### config.mk
export PLATFORM = sky130hd
export DESIGN_NAME = instr_fetch_unit
export DESIGN_NICKNAME = d
export VERILOG_FILES = /design/src/rtl/instr_fetch_unit.sv
export SDC_FILE = /design/constraint.sdc
export NUM_CORES = 1
export LEC_CHECK = 0
export CORE_UTILIZATION = 56
export CTS_BUF_LIST = sky130_fd_sc_hd__clkbuf_2
export DETAILED_ROUTE_END_ITERATION = 12
export PLACE_DENSITY = 0.93
export SLEW_MARGIN = 40
export SYNTH_ARGS = -nofsm -noshare
export SYNTH_HDL_FRONTEND = slang
export SYNTH_SLANG_ARGS = --single-unit
### constraint.sdc
create_clock -name clk -period 3.2 [get_ports clk]
set_clock_uncertainty 0.15 [all_clocks]
set_input_delay 0.64 -clock clk [delete_from_list [all_inputs] [get_ports clk]]
set_output_delay 0.64 -clock clk [all_outputs]
set_load 0.05 [all_outputs]
### src/rtl/instr_fetch_unit.sv
// Instruction fetch unit: issues one-cycle read strobes to instruction memory,
// latches the returned word into IR and advances or redirects the program counter.
module instr_fetch_unit #(
    parameter int ADDR_W  = 16,
    parameter int DATA_W  = 16,
    parameter int TIMEOUT = 255
) (
    input  logic              clk,
    input  logic              reset,
    input  logic              fetch,
    input  logic              jump_en,
    input  logic [ADDR_W-1:0] jump_target,
    input  logic              halt,
    output logic              imem_rd,
    output logic [ADDR_W-1:0] imem_addr,
    input  logic              imem_valid,
    input  logic [DATA_W-1:0] imem_data,
    output logic [DATA_W-1:0] IR,
    output logic              ir_valid,
    output logic [ADDR_W-1:0] pc,
    output logic              busy,
    output logic              halted,
    output logic              fetch_err
);

    localparam int CNT_W = (TIMEOUT < 2) ? 1 : $clog2(TIMEOUT + 1);

    typedef enum logic [1:0] {IDLE, REQ, WAIT, HALTED} state_t;

    state_t            state, state_nxt;
    logic [ADDR_W-1:0] pc_r, cap_addr, pend_target;
    logic              pend_valid;
    logic [CNT_W-1:0]  wait_cnt;
    logic [DATA_W-1:0] ir_r;
    logic              ir_valid_r, err_r;
    logic              in_flight, done, timed_out;

    assign in_flight = (state == REQ) || (state == WAIT);
    assign done      = in_flight && imem_valid;
    assign timed_out = (state == WAIT) && !imem_valid &&
                       (wait_cnt == CNT_W'(TIMEOUT - 1));

    always_ff @(posedge clk) begin
        if (reset) state <= IDLE;
        else       state <= state_nxt;
    end

    always_comb begin
        state_nxt = state;
        case (state)
            IDLE:    if (halt) state_nxt = HALTED;
                     else if (fetch) state_nxt = REQ;
            REQ:     state_nxt = imem_valid ? IDLE : WAIT;
            WAIT:    if (imem_valid || timed_out) state_nxt = IDLE;
            HALTED:  state_nxt = HALTED;
            default: state_nxt = IDLE;
        endcase
    end

    always_comb begin
        imem_rd   = (state == REQ);
        imem_addr = imem_rd ? cap_addr : '0;
        busy      = in_flight;
        halted    = (state == HALTED);
    end

    // A jump arriving in the completion cycle itself wins over an older pending one.
    always_ff @(posedge clk) begin
        if (reset) begin
            pc_r        <= '0;
            cap_addr    <= '0;
            pend_target <= '0;
            pend_valid  <= 1'b0;
            ir_r        <= '0;
            ir_valid_r  <= 1'b0;
            err_r       <= 1'b0;
            wait_cnt    <= '0;
        end else begin
            case (state)
                IDLE: begin
                    if (!halt) begin
                        if (jump_en) pc_r <= jump_target;
                        if (fetch) begin
                            cap_addr   <= jump_en ? jump_target : pc_r;
                            ir_valid_r <= 1'b0;
                        end
                    end
                end
                REQ, WAIT: begin
                    if (fetch) err_r <= 1'b1;
                    if (done) begin
                        ir_r       <= imem_data;
                        ir_valid_r <= 1'b1;
                        pc_r       <= jump_en    ? jump_target :
                                      pend_valid ? pend_target :
                                                   cap_addr + ADDR_W'(1);
                        pend_valid <= 1'b0;
                    end else if (timed_out) begin
                        err_r      <= 1'b1;
                        pend_valid <= 1'b0;
                    end else if (jump_en) begin
                        pend_valid  <= 1'b1;
                        pend_target <= jump_target;
                    end
                end
                HALTED: if (fetch) err_r <= 1'b1;
                default: ;
            endcase

            if (state == WAIT && !imem_valid) wait_cnt <= wait_cnt + CNT_W'(1);
            else                              wait_cnt <= '0;
        end
    end

    assign pc        = pc_r;
    assign IR        = ir_r;
    assign ir_valid  = ir_valid_r;
    assign fetch_err = err_r;

endmodule

## Word-level counts from Yosys, hierarchy flattened

Index checks and enable logic that the tools add are counted.

| word-level totals | value |
|---|---|
| register bits after elaboration | 77 |
| input bits | 38 |
| output and inout bits | 53 |

| operators by class | value |
|---|---|
| add/subtract/negate cells | 2 |
| equal/unequal tests | 9 |
| multiplexer cells | 23 |
| bitwise gates (word level) | 4 |
| reduce and logical (&&, ||, !) cells | 19 |

Operator list:

| operator | count |
|---|---|
| 16-bit two-way mux | 6 |
| 16-bit one-hot mux with 2 select lines | 1 |
| 16-bit by 1-bit adder with 16-bit output (second input constant) | 1 |
| 1-bit two-way mux | 9 |
| 8-bit by 1-bit adder with 8-bit output (second input constant) | 1 |
| 8-bit == test (second input constant) | 1 |
| 2-bit two-way mux | 4 |
| 2-bit one-hot mux with 4 select lines | 1 |
| 4-bit AND reduction | 2 |
| 2-bit inequality test (second input constant) | 3 |
| 2-bit AND reduction | 3 |
| 3-bit AND reduction | 2 |
| 2-bit == test (second input constant) | 2 |
| 1-bit NOT | 4 |
| 1-bit one-hot mux with 2 select lines | 2 |
| 2-bit nonzero test | 2 |
| 2-bit OR reduction | 2 |
| 1-bit logical AND | 3 |
| 3-bit inequality test (second input constant) | 1 |
| 3-bit nonzero test | 1 |
| 2-bit by 1-bit == test with 1-bit output (second input constant) | 1 |
| 2-bit logical NOT | 1 |
| 1-bit logical OR | 2 |
| 2-bit by 1-bit inequality test with 1-bit output (second input constant) | 1 |
| 1-bit logical NOT | 1 |

## Longest topological paths before layout

| logic depth | value |
|---|---|
| depth after elaboration | 6 |
| depth in mapped cells | 8 |

## Worst setup path before layout

OpenSTA, ideal clock, no wires.

| timing | value |
|---|---|
| kind | flip-flop to flip-flop |
| start point | reg state[0] |
| end point | reg pend_target[6] |
| arrival time | 2.225 ns |
| required time | 2.925 ns |
| setup slack | 0.700 ns |
| stages on the path, launching flop included | 9 |
| period minus slack after synthesis | 2.500 ns |
| cells stage by stage | dfxtp_1 -> inv_1 -> ha_1 -> buf_6 -> nand2_1 -> a311oi_4 -> buf_6 -> mux2i_1 -> nor2_1 |

| on the way | value |
|---|---|
| word-level cells in the longest chain between the ends | 5 |
| elaborated cells on any way between the ends | 10 |
| those cells by class | eq/ne (2); bitwise (2); reduce/logical (6) |

Ends and longest elaborated chain:

| element | RTL line | source |
|---|---|---|
| start, declared | 30 | `state_t state, state_nxt;` |
| start signal, assigned | 45 | `else state <= state_nxt;` |
| 2-bit by 1-bit == test with 1-bit output or 2-bit == test (tied branches) | 38 | `assign in_flight = (state == REQ) \|\| (state == WAIT);` |
| 1-bit logical OR (*) | 38 |  |
| net busy | 21 | `output logic busy,` |
| 1-bit logical AND (*) | 39 | `assign done = in_flight && imem_valid;` |
| 1-bit NOT (no line) (*) | - |  |
| 4-bit AND reduction (no line) (*) | - |  |
| end signal, assigned | 103 | `pend_target <= jump_target;` |
| end, declared | 31 | `logic [ADDR_W-1:0] pc_r, cap_addr, pend_target;` |

The timed path passes the listed nets; every way through them passes the cells marked *.
A chain may end at the register's enable or synchronous reset.

## Worst setup path after layout

| timing | value |
|---|---|
| start point | reg state[1] |
| end point | out imem_rd |

| on the way | value |
|---|---|
| word-level cells in the longest chain between the ends | 1 |

Ends and longest elaborated chain:

| element | RTL line | source |
|---|---|---|
| 2-bit by 1-bit == test with 1-bit output | 61 | `imem_rd = (state == REQ);` |
| end, declared | 14 | `output logic imem_rd,` |

Every way passes these cells.

==> results_dict.tcl <==
set metrics [dict create \
    outcome "finished clean" \
    setup_viol 0 \
    grt_setup_unrepaired "no" \
    critical_path_class "reg2out" \
    syn-instance-count 481 \
    critPathArrivalTime_ps 2230 \
    min_period_ps 3019 \
    path_clk_slew_ps 210 \
    post-route-period-util_pct 94.33 \
    crit_path_end_kind "primary output" \
    cts_made_buffers 9 \
    seq_area_um2 1543 \
    grt_pass1_wl_um 16750 \
    tns_ps 0 \
    p_per_area_nw_per_um2 879.5 \
    syn2layout_area_growth_pct 25.67 \
    hp-class "reg2reg" \
    synth_area_um2 3983 \
    top_usage_layer "met2" \
    worstSkewPairLatency_ps 520 \
    min-delay-start "IR[7]" \
    syn-num-nets 527 \
    rows 30 \
    cpLargestDelayFamily "buffers and inverters" \
    intPower_mw 2.173 \
    synth_common_cells "dfxtp_1 (77), nor2_1 (51), a21oi_1 (46), mux2i_1 (41), nand2_1 (41)" \
    r2r-start "state[0]" \
    max_cap_viol_count 0 \
    antenna_left 0 \
    swShare_pct 50.64 \
    h-tree-depth 3 \
    p_sw_mw 2.229 \
    clkPwrFrac_pct 10.2 \
    ys.flop_type "dfxtp_1" \
    grt_remaining_overflow 0 \
    portBuffers 90 \
    synth_top_area_cell "dfxtp_1" \
    crit_required_ps 2410 \
    critPathSlowestCell "clkdlybuf4s50_1" \
    ys_ff_latch 77 \
    ys.warnings.count 0 \
    worst-path-buf-inv 2 \
    diodes 0 \
    clkSinkCount 77 \
    slew_viol_final 0 \
    synth_top_area_share_pct 38.71 \
    peakVddDrop_uv 527.7 \
    core_um2 6832 \
    cts_max_path_buffers 2 \
    combPwrFrac_pct 56.1 \
    startpoint "state[1]" \
    yosysMostFrequentCell "dfxtp_1" \
    crit_chain "inv_1 > ha_2 > clkdlybuf4s50_1" \
    grt.total_usage_pct 28.29 \
    syn_avg_cell_area_um2 8.280 \
    multiInputGateArea_um2 2231 \
    seq_area_frac_synth_pct 38.71 \
    start_kind "flop" \
    die-height_um 86.33 \
    via_per_inst 5.896 \
    wl_um 10480 \
    drt_pass1_iterations 5 \
    die_x_um 86.33 \
    dp_hpwl_um 7206 \
    fillCellCount 504 \
    synth_area_leaders "dfxtp_1 (39%), mux2i_1 (10%), a21oi_1 (5.8%), nor2_1 (4.8%), nand2_1 (3.9%)" \
    synth_cell_types 43 \
    fin_util_pct 73.26 \
    die_area_um2 7453 \
    seqPwrFrac_pct 33.8 \
    grt_use_met3_pct 4.476 \
    final_nets 601 \
    p_leak_nw 2.045 \
    start_util_pct 58.30 \
    cp_max_fo 18 \
    cts_tree "yes" \
    worstMarginPinSlew_ps 659.7 \
    grt_pass1_vias 3486 \
    wl_per_cell_um 15.98 \
    synthArstFlopShare_pct 0 \
    grt_max_degree 54 \
    drcViolationCount 0 \
    cts_hold_buf 0 \
    slew_headroom_pct 55.97 \
    antenna_found_initial 0 \
    root_buffer "clkbuf_2" \
    vias 3868 \
    drive_above_1_share_pct 6.964 \
    fmax_mhz 331.3 \
    hold_slack_ps 318.2 \
    boundaryPins 91 \
    met2_usage_pct 46.18 \
    drtIter0Drc 386 \
    finalWeightedCongestion 0.8369 \
    synth_edf_count 0 \
    hold_viol 0 \
    cpPeakStageDelay_ps 860 \
    met1_usage_pct 36.41 \
]
flip-flops by register name (all words and copies together) (netlist names):
name,cells
IR,16
cap_addr,16
pc,16
pend_target,16
wait_cnt,8
state,2
fetch_err,1
ir_valid,1
pend_valid,1
metal layers:
layer	up-vias	wire, µm	part of all wire [%]
li1	1841	-	-
met1	1816	4310	41
met2	179	5119	49
met3	32	732	7.0
met4	0	318	3.0
met5	-	0	0
final timing paths:
check / to / slack (ps) / cells past startpoint
hold / removal: IR[7] / 320 / 2
setup reg to reg: pend_target[15] / 600 / 8
hold reg to reg: IR[7] / 320 / 2
setup / recovery: imem_rd / 180 / 3
metrics by stage:
step	cells	total power [mW]	setup slack (ps)	cell area, µm²
after floorplan	481	3.212	700.2	3983
after global placement	640	3.831	597.1	4871
after detailed placement	640	3.932	513.4	4871
after CTS	656	4.374	59.15	4959
after global routing	656	4.636	52.92	5005
final	656	4.402	181.5	5005
logic make-up (layout without fill, tap and decap cells):
group	count (synthesis)	after routing	synth area share, %
compound gates	112	112	17.37
xor+xnor	9	9	1.979
fa+ha+maj	8	8	2.513
buf+inv	46	125	5.529
flops	77	77	38.71
mux	42	42	10.59
simple gates	187	187	23.31
layout by cell type, fill, tap and decap left out, types with 8 or more instances in the layout:
cell / n
o21ai_0: 23
dlymetal6s2s_1: 16
nor2_1: 50
nand3_1: 23
a211oi_1: 18
and2_1: 22
inv_1: 12
dfxtp_1: 76
a31oi_1: 11
nor4_1: 9
mux2i_1: 41
buf_4: 8
clkbuf_2: 9
nand2_1: 41
nand2b_1: 15
a21oi_1: 46
clkdlybuf4s50_1: 71
power groups by stage:
stage / sequential [mW] / clock (mW) / combinational, mW
floorplan: 1.95 / 0 / 1.26
global placement: 1.48 / 0 / 2.35
detailed placement: 1.49 / 0 / 2.44
CTS: 1.47 / 0.449 / 2.45
global route: 1.52 / 0.487 / 2.63
finish: 1.49 / 0.447 / 2.47
cell type report:
type                    instances  area share (%)
multi-input cells             358           44.58
flip-flops and latches         77           30.83
repair buffers                 97           19.60
well taps                      96           2.400
clock buffers                   9          0.9000
inverters                      12          0.9000
clock inverters                 7          0.8000
timing repair:
action / 4_1_cts / 5_1_grt
pin swaps: 0 / 0
setup endpoints to repair: 16 / 16
setup buffers: 0 / 0
resized for setup: 1 / 16
tightest hold or removal path, stage by stage, from the launching register on:
cell	delay (ps)
dfxtp_1	360
nand2_1	50
a21oi_1	50
No activity file was read; power rests on OpenSTA's default activity.
==> RTL change 1, RTL diff (same flow settings) <==
Put a register stage on the output `halted`. The value now appears one clock later. The other outputs are not delayed to match.
--- a/src/rtl/instr_fetch_unit.sv
+++ b/src/rtl/instr_fetch_unit.sv
@@ -27,4 +27,6 @@
 
     typedef enum logic [1:0] {IDLE, REQ, WAIT, HALTED} state_t;
+
+    logic halted_d;
 
     state_t            state, state_nxt;
@@ -62,5 +64,5 @@
         imem_addr = imem_rd ? cap_addr : '0;
         busy      = in_flight;
-        halted    = (state == HALTED);
+        halted_d  = (state == HALTED);
     end
 
@@ -118,4 +120,8 @@
     assign fetch_err = err_r;
 
+    always_ff @(posedge clk) begin
+        halted <= halted_d;
+    end
+
 endmodule
 
Formal check against the unedited RTL: not equivalent (a bounded check fails within 4 cycles, from zero or initial values and one cycle with reset high).
==> RTL change 1 against the unedited design <==
- setup slack improved by 0.10 ns
- power grew 1.2%
- area after synthesis increased by 0.50%
- routed wire length grew 0.19%
- cell area rose by 0.35%
- sequential cell count up 1
- non-clock buffer count is the same
- clock power is 7.8% higher
- final cell count rose by 0.15%
- register-to-register slack better by 0.03 ns
- highest routed layer unchanged
==> RTL change 1: results (changes against the unedited design) <==
[outcome]
status = finished, final reports clean

[place]
place_area_um2 = 4890  ; +0.41%
dp_hpwl_um = 7330  ; +1.7%
dp.cells = 641  ; +0.16%
gp_congestion = 0.838  ; about the same
port_buffers = 90  ; unchanged
preCtsSetupSlack_ns = 0.499  ; -0.0144 ns

[cts]
clkTransAtPathRegs_ns = 0.24  ; +0.03 ns
cts_max_level = 3  ; unchanged
worstSkewPairLatency_ns = 0.58  ; +0.06 ns
root_buffer = clkbuf_2

[final_layout]
bufAreaShareNonClock = 0.194  ; -0.00168
multi_input_gates = 358  ; unchanged
n_all_inverters = 12  ; unchanged
nNetsFinal = 602  ; +0.17%
sh_seq_area = 0.311  ; +0.00291
layout-drive-gt1-share = 0.0713  ; +0.00166
num_antenna_cells = 0  ; unchanged
synthToLayoutAreaGrowth_pct = 25.5
fillCellCount = 511  ; +1.4%
clk_share = 0.0184  ; +0.00144
clock_buffers = 9  ; unchanged
multiInputGateArea_um2 = 2230  ; -0.22%

[setup_path]
slowest_delay_ns = 0.53  ; -0.33 ns
critPathTopFamily = buffers and inverters
crit_slowest_cell = dlygate4sd2_1
worstPathArrival_ns = 2.13  ; -0.10 ns

[route]
wl_um = 10500  ; +0.19%
viasPerCell = 5.88  ; -0.20%
drt-wirelength-per-cell_um = 16.0  ; about the same
drtIter0Drc = 353  ; -8.5%
firstDrtPassIters = 6  ; +1

[grt]
grt_max_degree = 54  ; unchanged
grt_pass1_wl_um = 16800  ; +0.29%
track_usage = 0.289  ; +0.00626
grt_pass1_vias = 3608  ; +3.5%
grt_overflow_total = 0  ; unchanged

[synth]
seq_area_frac_synth = 0.390  ; +0.00307
ys_seq_elements = 78  ; +1.3%
avgSynthCellArea_um2 = 8.30  ; +0.29%
synthArstFlopShare = 0  ; unchanged
synthXorXnorAreaFrac = 0.0197  ; -0.0000990
synthMuxAreaShare = 0.105  ; -0.000530
synth.area.top_cells = dfxtp_1 39%, mux2i_1 10%, a21oi_1 5.8%, nor2_1 4.8%, nand2_1 3.8%
synth_fa_ha_area_frac = 0.0250  ; -0.000126
ys_warn_count = 0  ; unchanged
synth_compound_area_frac = 0.173  ; -0.000869
synthTopCellsByCount = 78 x dfxtp_1, 51 x nor2_1, 46 x a21oi_1
synth_nets = 528  ; +0.19%
synth_cell_types = 43  ; unchanged

[timing]
tns_ns = 0  ; unchanged
worst_slew_pin_slew_ns = 0.569  ; -0.0911 ns

[power_and_ir_drop]
peakVddDrop_v = 0.000715  ; +36%
leakage_nw = 2.04  ; -0.43%
switching_share = 0.507  ; +0.000582

[min_path]
worstHoldPathType = primary input to flop

[die]
fp-row-count = 30  ; unchanged

==> RTL change 1: cell types whose count changed in the layout (fill, tap and decap cells not counted), sizes merged <==
cell / before / now
clkinvlp: 0 / 2
inv: 13 / 14
dfxtp: 77 / 78
dlymetal6s2s: 16 / 15
clkdlybuf4s50: 71 / 70
dlygate4sd2: 0 / 2
clkinv: 6 / 3
==> RTL change 1: what timing repair did <==
item / 4_1_cts / 5_1_grt
endpoints found under the setup margin: 17 / 15
gates resized for setup: 3 / 15
hold buffers: 0 / 0
hold endpoints to repair: 0 / 0
==> RTL change 1: worst min-delay path, stage by stage <==
cell	delay (ns)
buf_2	0.14
mux2i_1	0.15
a211oi_1	0.08
==> RTL change 1: worst paths after layout <==
path | start | to | slack, ns | depth (start not counted)
setup / recovery | state[1]$_SDFFE_PP0P_ | imem_addr[0] | 0.28 | 4
hold / removal | jump_en | cap_addr[3]$_SDFFE_PP0P_ | 0.28 | 3
setup reg to reg | state[1]$_SDFFE_PP0P_ | pend_target[14]$_SDFFE_PP0P_ | 0.63 | 8
hold reg to reg | IR[8]$_SDFFE_PP0P_ | IR[8]$_SDFFE_PP0P_ | 0.32 | 2
==> RTL change 1: routing by layer <==
layer  track usage  up-vias  part of all wire
met2         0.475      178              0.50
met3        0.0762       33             0.071
met1         0.356     1815              0.40
li1              -     1840                 -
met4         0.132        0             0.026
met5             0        -                 0
==> RTL change 1: power groups by stage <==
stage	registers, mW	clock network, mW	logic, mW
4_1_cts	1.49	0.481	2.46
3_5_place_dp	1.51	0	2.45
2_1_floorplan	1.97	0	1.25
6_report	1.50	0.482	2.47
5_1_grt	1.53	0.525	2.62
3_3_place_gp	1.49	0	2.37
==> RTL change 2, RTL diff (config.mk and constraints unchanged) <==
Made on the original files. `TIMEOUT`: 255 -> 510.
--- a/src/rtl/instr_fetch_unit.sv
+++ b/src/rtl/instr_fetch_unit.sv
@@ -4,5 +4,5 @@
     parameter int ADDR_W  = 16,
     parameter int DATA_W  = 16,
-    parameter int TIMEOUT = 255
+    parameter int TIMEOUT = 510
 ) (
     input  logic              clk,
Function: no difference found for any inputs over 4 cycles, from zero or initial values and one cycle with reset high; that may be too few to reach the edited logic, so the function may still have changed.
==> RTL change 2 against the unedited design <==
- die area up 2.9%
- maximum frequency increased by 1.3%
- area after synthesis up 2.9%
- setup slack gained 0.040 ns
- sequential cell count up 1
- power grew 0.68%
- routed wire length fell by 0.63%
- cell area up 2.6%
- critical path type unchanged
- critical endpoint is now imem_addr[2]
- largest cell class unchanged
- largest power group unchanged
==> RTL change 2: results (changes against the unedited design) <==
[outcome]
status = finished, final reports clean

[power_and_ir_drop]
leakage_nw = 1.92  ; -6.1%
internal_power_mw = 2.31  ; +6.2%
peakVddDrop_v = 0.000822  ; +56%
p_comb_frac = 0.541  ; -0.020
p_seq_mw = 1.42  ; -5%

[setup_path]
r2r_end = pend_target[0]$_SDFFE_PP0P_
r2r_cells = 7  ; -1
critPathCapture = imem_addr[2]
crit_slowest_cell = dlygate4sd2_1
ff2ff_setup_slack_ns = 0.51  ; -0.09 ns
slowest_delay_ns = 0.52  ; -0.34 ns

[grt]
grt_pass1_vias = 3675  ; +5.4%
grt_max_degree = 45  ; -17%
grt_pass1_wl_um = 16700  ; about the same
track_usage = 0.281  ; -0.00244

[final_layout]
layout-drive-gt1-share = 0.0830  ; +0.0134
multi_input_gates = 365  ; +2.0%
num_antenna_cells = 0  ; unchanged
sh_seq_area = 0.304  ; -0.00408
nNetsFinal = 607  ; +1.0%
clock_buffers = 11  ; +2
fillCellCount = 497  ; -1.4%
multi_input_area_share = 0.457  ; +0.0117
bufAreaShareNonClock = 0.181  ; -0.0147
clk_share = 0.0271  ; +0.0101
buffers = 98  ; +1.0%
n_all_inverters = 9  ; -3

[route]
wl_um = 10400  ; -0.63%
viasPerCell = 5.91  ; +0.22%
drtIter0Drc = 228  ; -41%
firstDrtPassIters = 7  ; +2

[min_path]
hold_end = IR[12]$_SDFFE_PP0P_
hp-start = IR[12]$_SDFFE_PP0P_

[synth]
seq_area_frac_synth = 0.381  ; -0.00610
synth_fa_ha_area_frac = 0.0244  ; -0.000713
synth_nets = 534  ; +1.3%
synthTopCellsByCount = 78 x dfxtp_1, 63 x nor2_1, 49 x a21oi_1
synth_cell_types = 46  ; +7.0%
synthXorXnorAreaFrac = 0.0171  ; -0.00270
synth.area.top_cells = dfxtp_1 38%, mux2i_1 9.5%, a21oi_1 6.0%, nor2_1 5.8%, a211oi_1 4.0%
synthMuxAreaShare = 0.0952  ; -0.0106

[cts]
ctsResizeCount = 16  ; +15
clkTransAtPathRegs_ns = 0.23  ; +0.02 ns
cts_num_sinks = 78  ; +1.3%
cts_post_setup_buffers_inserted = 0  ; unchanged

[place]
dp_hpwl_um = 7420  ; +3.0%
gp_congestion = 0.887  ; +6.0%

[timing]
max_slew_margin = 0.472  ; -0.0878

## RTL change 2: cell count changes in the layout (fill, tap and decap cells not counted), sizes merged, moves of 11 or more
cell	delta
a311oi	+11
a31oi	-11
dlygate4sd2	+16
dlymetal6s2s	-15
nor2	+12
o21ai	-11
## RTL change 2: through the flow
stage / hold WS, ns / worst slack (ns) / std cells / instance area [um2] / power, mW
6_report: 0.322 / 0.222 / 662 / 5130 / 4.43
5_1_grt: 0.346 / 0.0447 / 662 / 5130 / 4.68
4_1_cts: 0.324 / 0.0481 / 662 / 5130 / 4.41
3_5_place_dp: 0.298 / 0.514 / 646 / 5010 / 3.82
3_3_place_gp: 0.291 / 0.612 / 646 / 5010 / 3.72
2_1_floorplan: 0.283 / 0.667 / 488 / 4100 / 3.13
## RTL change 2: routing by layer
metal,vias up,part of all wire,global-route usage
li1,1881,-,-
met1,1843,0.41,0.352
met2,163,0.49,0.460
met3,25,0.069,0.0566
met4,0,0.026,0.142
met5,-,0,0
